==> src/rtl/io_out_stream.sv <==
// Output stage of the fixed-point processor: per-address latched registers with write strobes,
// plus a first-word-fall-through FIFO fed by writes to the stream address.
module io_out_stream #(
    parameter int NUBITS = 16,
    parameter int NUIOOU = 2,
    parameter int FDEPTH = 8,
    parameter int SADDR  = 0,
    parameter int FDEPTW = $clog2(FDEPTH),
    localparam int AW    = (NUIOOU > 1) ? $clog2(NUIOOU) : 1
) (
    input  logic                     clk,
    input  logic                     rst,
    input  logic [NUBITS-1:0]        io_out,
    input  logic [AW-1:0]            addr_out,
    input  logic                     out_en,
    output logic [NUIOOU*NUBITS-1:0] out_reg,
    output logic [NUIOOU-1:0]        out_strb,
    output logic [NUBITS-1:0]        m_data,
    output logic                     m_valid,
    input  logic                     m_ready,
    output logic [FDEPTW:0]          level,
    output logic                     ovf,
    input  logic                     ovf_clr
);

    // Handshake: a word moves on every rising edge where m_valid and m_ready are both high;
    // m_valid never depends on m_ready, and m_data is stable while m_valid is held.

    logic [NUIOOU*NUBITS-1:0] out_reg_q, out_reg_d;
    logic [NUIOOU-1:0]        out_strb_q, out_strb_d;
    logic [NUBITS-1:0]        mem_q [FDEPTH];
    logic [NUBITS-1:0]        mem_d [FDEPTH];
    logic [FDEPTW-1:0]        wr_ptr_q, wr_ptr_d;
    logic [FDEPTW-1:0]        rd_ptr_q, rd_ptr_d;
    logic [FDEPTW:0]          count_q, count_d;
    logic                     ovf_q, ovf_d;

    logic [AW:0] addr_ext;
    logic        wr_ok;
    logic        push;
    logic        pop;
    logic        full;
    logic        push_acc;
    logic        ovf_set;

    // One extra address bit so the range check is meaningful even when NUIOOU is a power of 2.
    assign addr_ext = {1'b0, addr_out};
    assign wr_ok    = out_en && (addr_ext < (AW+1)'(NUIOOU));
    assign push     = wr_ok && (addr_ext == (AW+1)'(SADDR));
    assign pop      = (count_q != '0) && m_ready;
    assign full     = (count_q == (FDEPTW+1)'(FDEPTH));
    // A pop at the same edge frees the slot, so a full FIFO can still accept the push.
    assign push_acc = push && (!full || pop);
    assign ovf_set  = push && full && !pop;

    always_comb begin
        out_reg_d  = out_reg_q;
        out_strb_d = '0;
        for (int k = 0; k < NUIOOU; k++) begin
            if (wr_ok && (addr_ext == (AW+1)'(k))) begin
                out_reg_d[k*NUBITS +: NUBITS] = io_out;
                out_strb_d[k]                 = 1'b1;
            end
        end
    end

    always_comb begin
        mem_d    = mem_q;
        wr_ptr_d = wr_ptr_q;
        rd_ptr_d = rd_ptr_q;
        if (push_acc) begin
            mem_d[wr_ptr_q] = io_out;
            wr_ptr_d        = wr_ptr_q + FDEPTW'(1);
        end
        if (pop) begin
            rd_ptr_d = rd_ptr_q + FDEPTW'(1);
        end
        count_d = count_q + (FDEPTW+1)'(push_acc) - (FDEPTW+1)'(pop);
        ovf_d   = ovf_set ? 1'b1 : (ovf_clr ? 1'b0 : ovf_q);
    end

    always_ff @(posedge clk or negedge rst) begin
        if (!rst) begin
            out_reg_q  <= '0;
            out_strb_q <= '0;
            for (int i = 0; i < FDEPTH; i++) begin
                mem_q[i] <= '0;
            end
            wr_ptr_q   <= '0;
            rd_ptr_q   <= '0;
            count_q    <= '0;
            ovf_q      <= 1'b0;
        end else begin
            out_reg_q  <= out_reg_d;
            out_strb_q <= out_strb_d;
            mem_q      <= mem_d;
            wr_ptr_q   <= wr_ptr_d;
            rd_ptr_q   <= rd_ptr_d;
            count_q    <= count_d;
            ovf_q      <= ovf_d;
        end
    end

    assign out_reg  = out_reg_q;
    assign out_strb = out_strb_q;
    assign m_data   = mem_q[rd_ptr_q];
    assign m_valid  = (count_q != '0);
    assign level    = count_q;
    assign ovf      = ovf_q;

endmodule

==> config.mk <==
export PLATFORM = sky130hd
export DESIGN_NAME = io_out_stream
export DESIGN_NICKNAME = d
export VERILOG_FILES = /design/src/rtl/io_out_stream.sv
export SDC_FILE = /design/constraint.sdc
export NUM_CORES = 1
export LEC_CHECK = 0
export CAP_MARGIN = 25
export CORE_MARGIN = 8
export CORE_UTILIZATION = 51
export CTS_CLUSTER_DIAMETER = 100
export CTS_CLUSTER_SIZE = 30
export DETAILED_ROUTE_END_ITERATION = 10
export MAX_ROUTING_LAYER = met4
export PLACE_DENSITY = 0.72
export SKIP_CTS_REPAIR_TIMING = 1
export SYNTH_ARGS = -nofsm -noshare
export SYNTH_HDL_FRONTEND = slang
export SYNTH_SLANG_ARGS = --single-unit
==> constraint.sdc <==
create_clock -name clk -period 2.45 [get_ports clk]
set_clock_uncertainty 0.15 [all_clocks]
set_input_delay 0.245 -clock clk [delete_from_list [all_inputs] [get_ports clk]]
set_output_delay 0.245 -clock clk [all_outputs]
set_load 0.01 [all_outputs]
==> results_dict.tcl, run 1 <==
set metrics [dict create \
    status "finished clean" \
    timing.final.ws_setup_ns 0.0302 \
    fmax_ghz 0.413 \
    p_per_area_nw_per_um2 1330 \
    fin_nets 642 \
    grt_max_degree 62 \
    cts_num_sinks 173 \
    num_antenna_cells 0 \
    syn-num-nets 545 \
    final_cell_mix "dfrtp_1 (172), mux2_2 (140), clkdlybuf4s50_1 (59)" \
    largest_register_ffs 128 \
    busiest_layer "met2" \
    design_area_um2 9780 \
    cts_max_path_buffers 2 \
    gr-usage-met1_pct 23.6 \
    drc 0 \
    hold_path_class "primary input to async pin" \
    grt_use_met3_pct 4.48 \
    cts_buffers 17 \
    yosysWarnings 0 \
    rsz0062_at_grt "true" \
    dieArea_um2 19400 \
    port_buffers 77 \
    place_ws_ns -0.0465 \
    max_slew_margin_pct 59.6 \
    drt-total-wl_um 17200 \
    clk_pin_slew_ns 0.06 \
    rr_startpoint "level[2]" \
    leakage_nw 4.38 \
    final-max-slew-violation-count 0 \
    grt_use_total_pct 18.7 \
    final-setup-viol-count 0 \
    grt_pass1_vias 4998 \
    dp_hpwl_um 11400 \
    max-vdd-ir-drop_mv 0.760 \
    ant_nets 0 \
    routed-via-count 4539 \
    ys_ff_latch 173 \
    gp_congestion 0.748 \
    clockRootBuffer "clkbuf_16" \
    synth.largest_area_cell "dfrtp_1" \
    syn_inst 514 \
    antenna_found_initial 0 \
    use_met2_pct 30.0 \
    routedWlPerCell_um 21.2 \
    clock_latency_ns 0.42 \
    synthesis.area_um2 7770 \
    post_dp_cell_area_um2 8950 \
    rows 45 \
    area_delta_synth_final_pct 25.8 \
    ff2ff_path_depth 11 \
    grt_pass1_wl_um 27700 \
    cp_max_fo 7 \
    gr-total-overflow 0 \
    critical_path_class "flip-flop to output pin" \
    cp.required_ns 2.06 \
    drt_pass1_iterations 4 \
    cts_tree "done" \
    initial_core_util_pct 51.7 \
    max_cap_violations 0 \
    arrival_ns 2.02 \
    timing.rr.end "level[1]" \
    period_minus_slack_ns 2.42 \
    dieHeight_um 139 \
    yosysSeqAreaShare_pct 55.7 \
    layout_commonest_cell "dfrtp_1" \
    io_pins 78 \
    synth_top_area_share_pct 55.7 \
    avgSynthCellArea_um2 15.1 \
    start_kind "flip-flop" \
    hold_viol_final 0 \
    worst_pin_slew_ns 0.606 \
    drive_gt1_share_pct 49.4 \
    via_per_inst 5.59 \
    endpoint "m_data[1]" \
    die_w_um 139 \
    ys_types 33 \
    synth.area.top_cells "dfrtp_1 (56%), mux2_2 (22%), mux4_2 (9.3%)" \
    htreeDepth 4 \
    r2r_slack_ns 0.07 \
    drtIter0Drc 232 \
    core_um2 15000 \
    critPathCaptureType "output pin" \
    critPathLaunch "rd_ptr_q[0]" \
    period_share_pct 98.8 \
]
how the worst min path moves through the flow:
stage,start,to,slack [ns]
floorplan,rst,level[0],-0.20
global placement,rst,out_reg[29],0.10
detailed placement,rst,out_reg[28],0.11
CTS,rst,out_reg[28],-0.33
global route,ovf_clr,ovf,0.23
finish,rst,out_reg[28],0.21
metrics by stage:
step	std cells	power [mW]	hold slack (ns)	setup TNS, ns	utilization, %
floorplan	514	7.89	-0.201	-0.000920	-
finish	812	13.0	0.206	0	65.1
global placement	771	9.63	0.104	0	59.5
detailed placement	771	9.87	0.111	-0.454	59.5
CTS	803	12.7	-0.334	-5.05	63.6
global route	812	13.8	0.228	-0.200	65.1
cells in the mapped netlist:
master and number:
mux2_1 1, buf_1 2, buf_2 14, fa_1 1
dfrtp_1 173, mux2_2 151, o32ai_1 1, clkinv_1 1
nor3b_1 1, nand2_1 50, a211oi_4 1, inv_1 12
nand4b_1 1, a21oi_1 2, a21o_1 1, mux2_4 10
clkbuf_1 17, nand4bb_1 2, nand3_1 1, clkbuf_2 9
buf_6 2, mux4_2 32, a211o_1 4, or3b_2 2
or4b_4 1, o211a_1 1, buf_12 1, xnor2_1 4
xor2_1 2, a211oi_2 3, nand2b_1 2, nor2b_1 1
ha_1 8
worst max-delay path: stages, from the launching register on:
cell	delay [ns]
dfrtp_2	0.37
buf_12	0.15
buf_12	0.15
mux4_2	0.51
mux2_4	0.29
clkbuf_2	0.13
logic make-up (layout without fill, tap and decap cells):
logic type | after synthesis | after routing | share of synthesized area (%)
mux | 194 | 194 | 33.2
flops | 173 | 173 | 55.7
simple gates | 61 | 61 | 3.62
buf+inv | 58 | 168 | 3.57
compound gates | 13 | 13 | 1.66
fa+ha+maj | 9 | 9 | 1.55
xor+xnor | 6 | 6 | 0.676
power breakdown:
part	leakage [nW]	switching (mW)	internal, mW
clock	0.296	1.14	1.66
sequential	2.12	0.645	4.06
combinational	1.97	2.05	3.48
area by class of cell:
cell class                 instances  area, um^2
clock inverter                    13         163
clock buffer                      19         453
multi-input combinational        283        3270
timing repair buffer             123        1280
fill                            1092        5250
inverter                          13        48.8
sequential                       173        4330
tap                              188         235
layer usage:
metal / wire (um) / part of all wire, %
met2: 8730 / 51
met1: 7810 / 45
met5: 0 / 0
met4: 133 / 0.77
met3: 578 / 3.4
Note: power is estimated with default switching activity, not from simulation.
==> run 2, diff against run 1 <==
PLACE_DENSITY = 0.76   (was 0.72)
==> run 2 against run 1 <==
Effect of this change:
- clock-buffer cell count grew 4
- highest routed layer unchanged
- worst hold slack gained 0.0095 ns
- total power shrank 2.1%
- sequential share of layout area grew 0.062 points
- register-to-register slack is essentially flat
- flip-flop and latch count is the same
- die area is the same
- the run now ends with setup timing left
- critical endpoint is now m_data[5]
==> results_dict.tcl, run 2 (synthesis gave the netlist of run 1 again) <==
set metrics [dict create \
    violations "setup timing" \
    cts_max_path_buffers 2 \
    period_minus_slack_ns 2.52 \
    use_met2_pct 30.0 \
    critPathCaptureType "output pin" \
    power.total_mw 12.8 \
    ff2ff_path_depth 11 \
    cts_tree "done" \
    switching_share_pct 29.2 \
    hold_viol_final 0 \
    setup-tns-final_ns -0.333 \
    cts_buffers 17 \
    layout.cells.non_filler 816 \
    grt_pass1_wl_um 27600 \
    design_area_um2 9770 \
    num_antenna_cells 0 \
    status "complete, but fails checks" \
    grt_use_met3_pct 4.21 \
    area_delta_synth_final_pct 25.7 \
    leakage_nw 4.44 \
    clock_power_share_pct 21.8 \
    final-setup-viol-count 9 \
    max_slew_margin_pct 60.6 \
    timing.final.ws_setup_ns -0.0722 \
    die_w_um 139 \
    grt_max_degree 62 \
    arrival_ns 2.13 \
    start_kind "flip-flop" \
    fillCellCount 1079 \
    worst_pin_slew_ns 0.591 \
    rows 45 \
    initial_core_util_pct 51.7 \
    gp_congestion 0.753 \
    largest_register_ffs 128 \
    dp_cells 769 \
    final_cell_mix "dfrtp_1 (172), mux2_2 (149), clkdlybuf4s50_1 (59)" \
    drtIter0Drc 176 \
    routed-via-count 4604 \
    rr_startpoint "level[3]" \
    critical_path.top_delay_family "multiplexers" \
    via_per_inst 5.64 \
    htreeDepth 4 \
    path_cells "buf_12 -> buf_8 -> buf_6 -> mux4_2 -> mux2_4 -> buf_6" \
    critical_path_class "flip-flop to output pin" \
    switchingPower_mw 3.73 \
    drc 0 \
    cp_max_fo 6 \
    core_um2 15000 \
    ant_nets 0 \
    dieHeight_um 139 \
    p_per_area_nw_per_um2 1310 \
    r2r_slack_ns 0.08 \
    io_pins 78 \
    p_int_mw 9.03 \
    fmax_ghz 0.396 \
    fin_nets 647 \
    cp.required_ns 2.06 \
    clockRootBuffer "clkbuf_16" \
    utilization_pct 65.0 \
    crit_buf_inv 4 \
    power.share.sequential_pct 37.2 \
    routedWlPerCell_um 20.8 \
    crit_path_max_incr_delay_ns 0.49 \
    critPathSlowestCell "mux4_2" \
    clk_pin_slew_ns 0.06 \
    drt_pass1_iterations 4 \
    dieArea_um2 19400 \
    period_share_pct 103 \
    post_dp_cell_area_um2 8950 \
    antenna_found_initial 0 \
    gr-total-overflow 0 \
    cts_num_sinks 173 \
    max_cap_violations 0 \
    clock_latency_ns 0.43 \
    grt_pass1_vias 5002 \
    max-vdd-ir-drop_mv 0.629 \
    final-max-slew-violation-count 0 \
    grt_use_total_pct 18.7 \
    dp_hpwl_um 11200 \
    drt-total-wl_um 16900 \
    port_buffers 77 \
    layout_commonest_cell "dfrtp_1" \
    gr-usage-met1_pct 23.1 \
    hold_path_class "primary input to async pin" \
    timing.rr.end "level[1]" \
    drive_gt1_share_pct 48.1 \
    rsz0062_at_grt "true" \
    p_comb_share_pct 41.0 \
    crit_top_cell "buf_6" \
    busiest_layer "met2" \
]
run 2: how the worst max path moves through the flow:
stage / startpoint / end / cells past startpoint
after CTS: rd_ptr_q[0] / m_data[1] / 4
after global routing: rd_ptr_q[0] / m_data[5] / 6
after floorplan: level[2] / level[2] / 11
after detailed placement: level[3] / level[2] / 11
final: rd_ptr_q[0] / m_data[5] / 6
after global placement: addr_out / level[2] / 10
run 2: power by group through the flow:
stage                     logic [mW]  clock network, mW  registers [mW]
after global routing            5.66               2.94            4.89
after detailed placement        5.08                  0            4.76
after global placement          4.97                  0            4.66
final                           5.23               2.78            4.75
after CTS                       5.11               2.83            4.73
after floorplan                 3.32                  0            4.57
run 2: area by class of cell:
type / count / area (um^2) / area share [%]
repair buffers: 128 / 1300 / 13.3
multi-input cells: 283 / 3250 / 33.2
clock buffers: 23 / 478 / 4.89
flip-flops and latches: 173 / 4330 / 44.3
well taps: 188 / 235 / 2.41
inverters: 13 / 48.8 / 0.500
clock inverters: 8 / 130 / 1.33
run 2: through the flow:
stage	setup slack (ns)	hold WS (ns)
final	-0.0722	0.215
after global routing	-0.126	0.241
after CTS	-0.384	-0.339
after detailed placement	0.0157	0.120
after global placement	0.0255	0.103
after floorplan	-0.000920	-0.201
run 2: layer usage:
metal,up-vias,part of all wire (%)
li1,2044,-
met1,2462,45
met2,77,50
met3,21,3.3
met4,0,1.3
met5,-,0
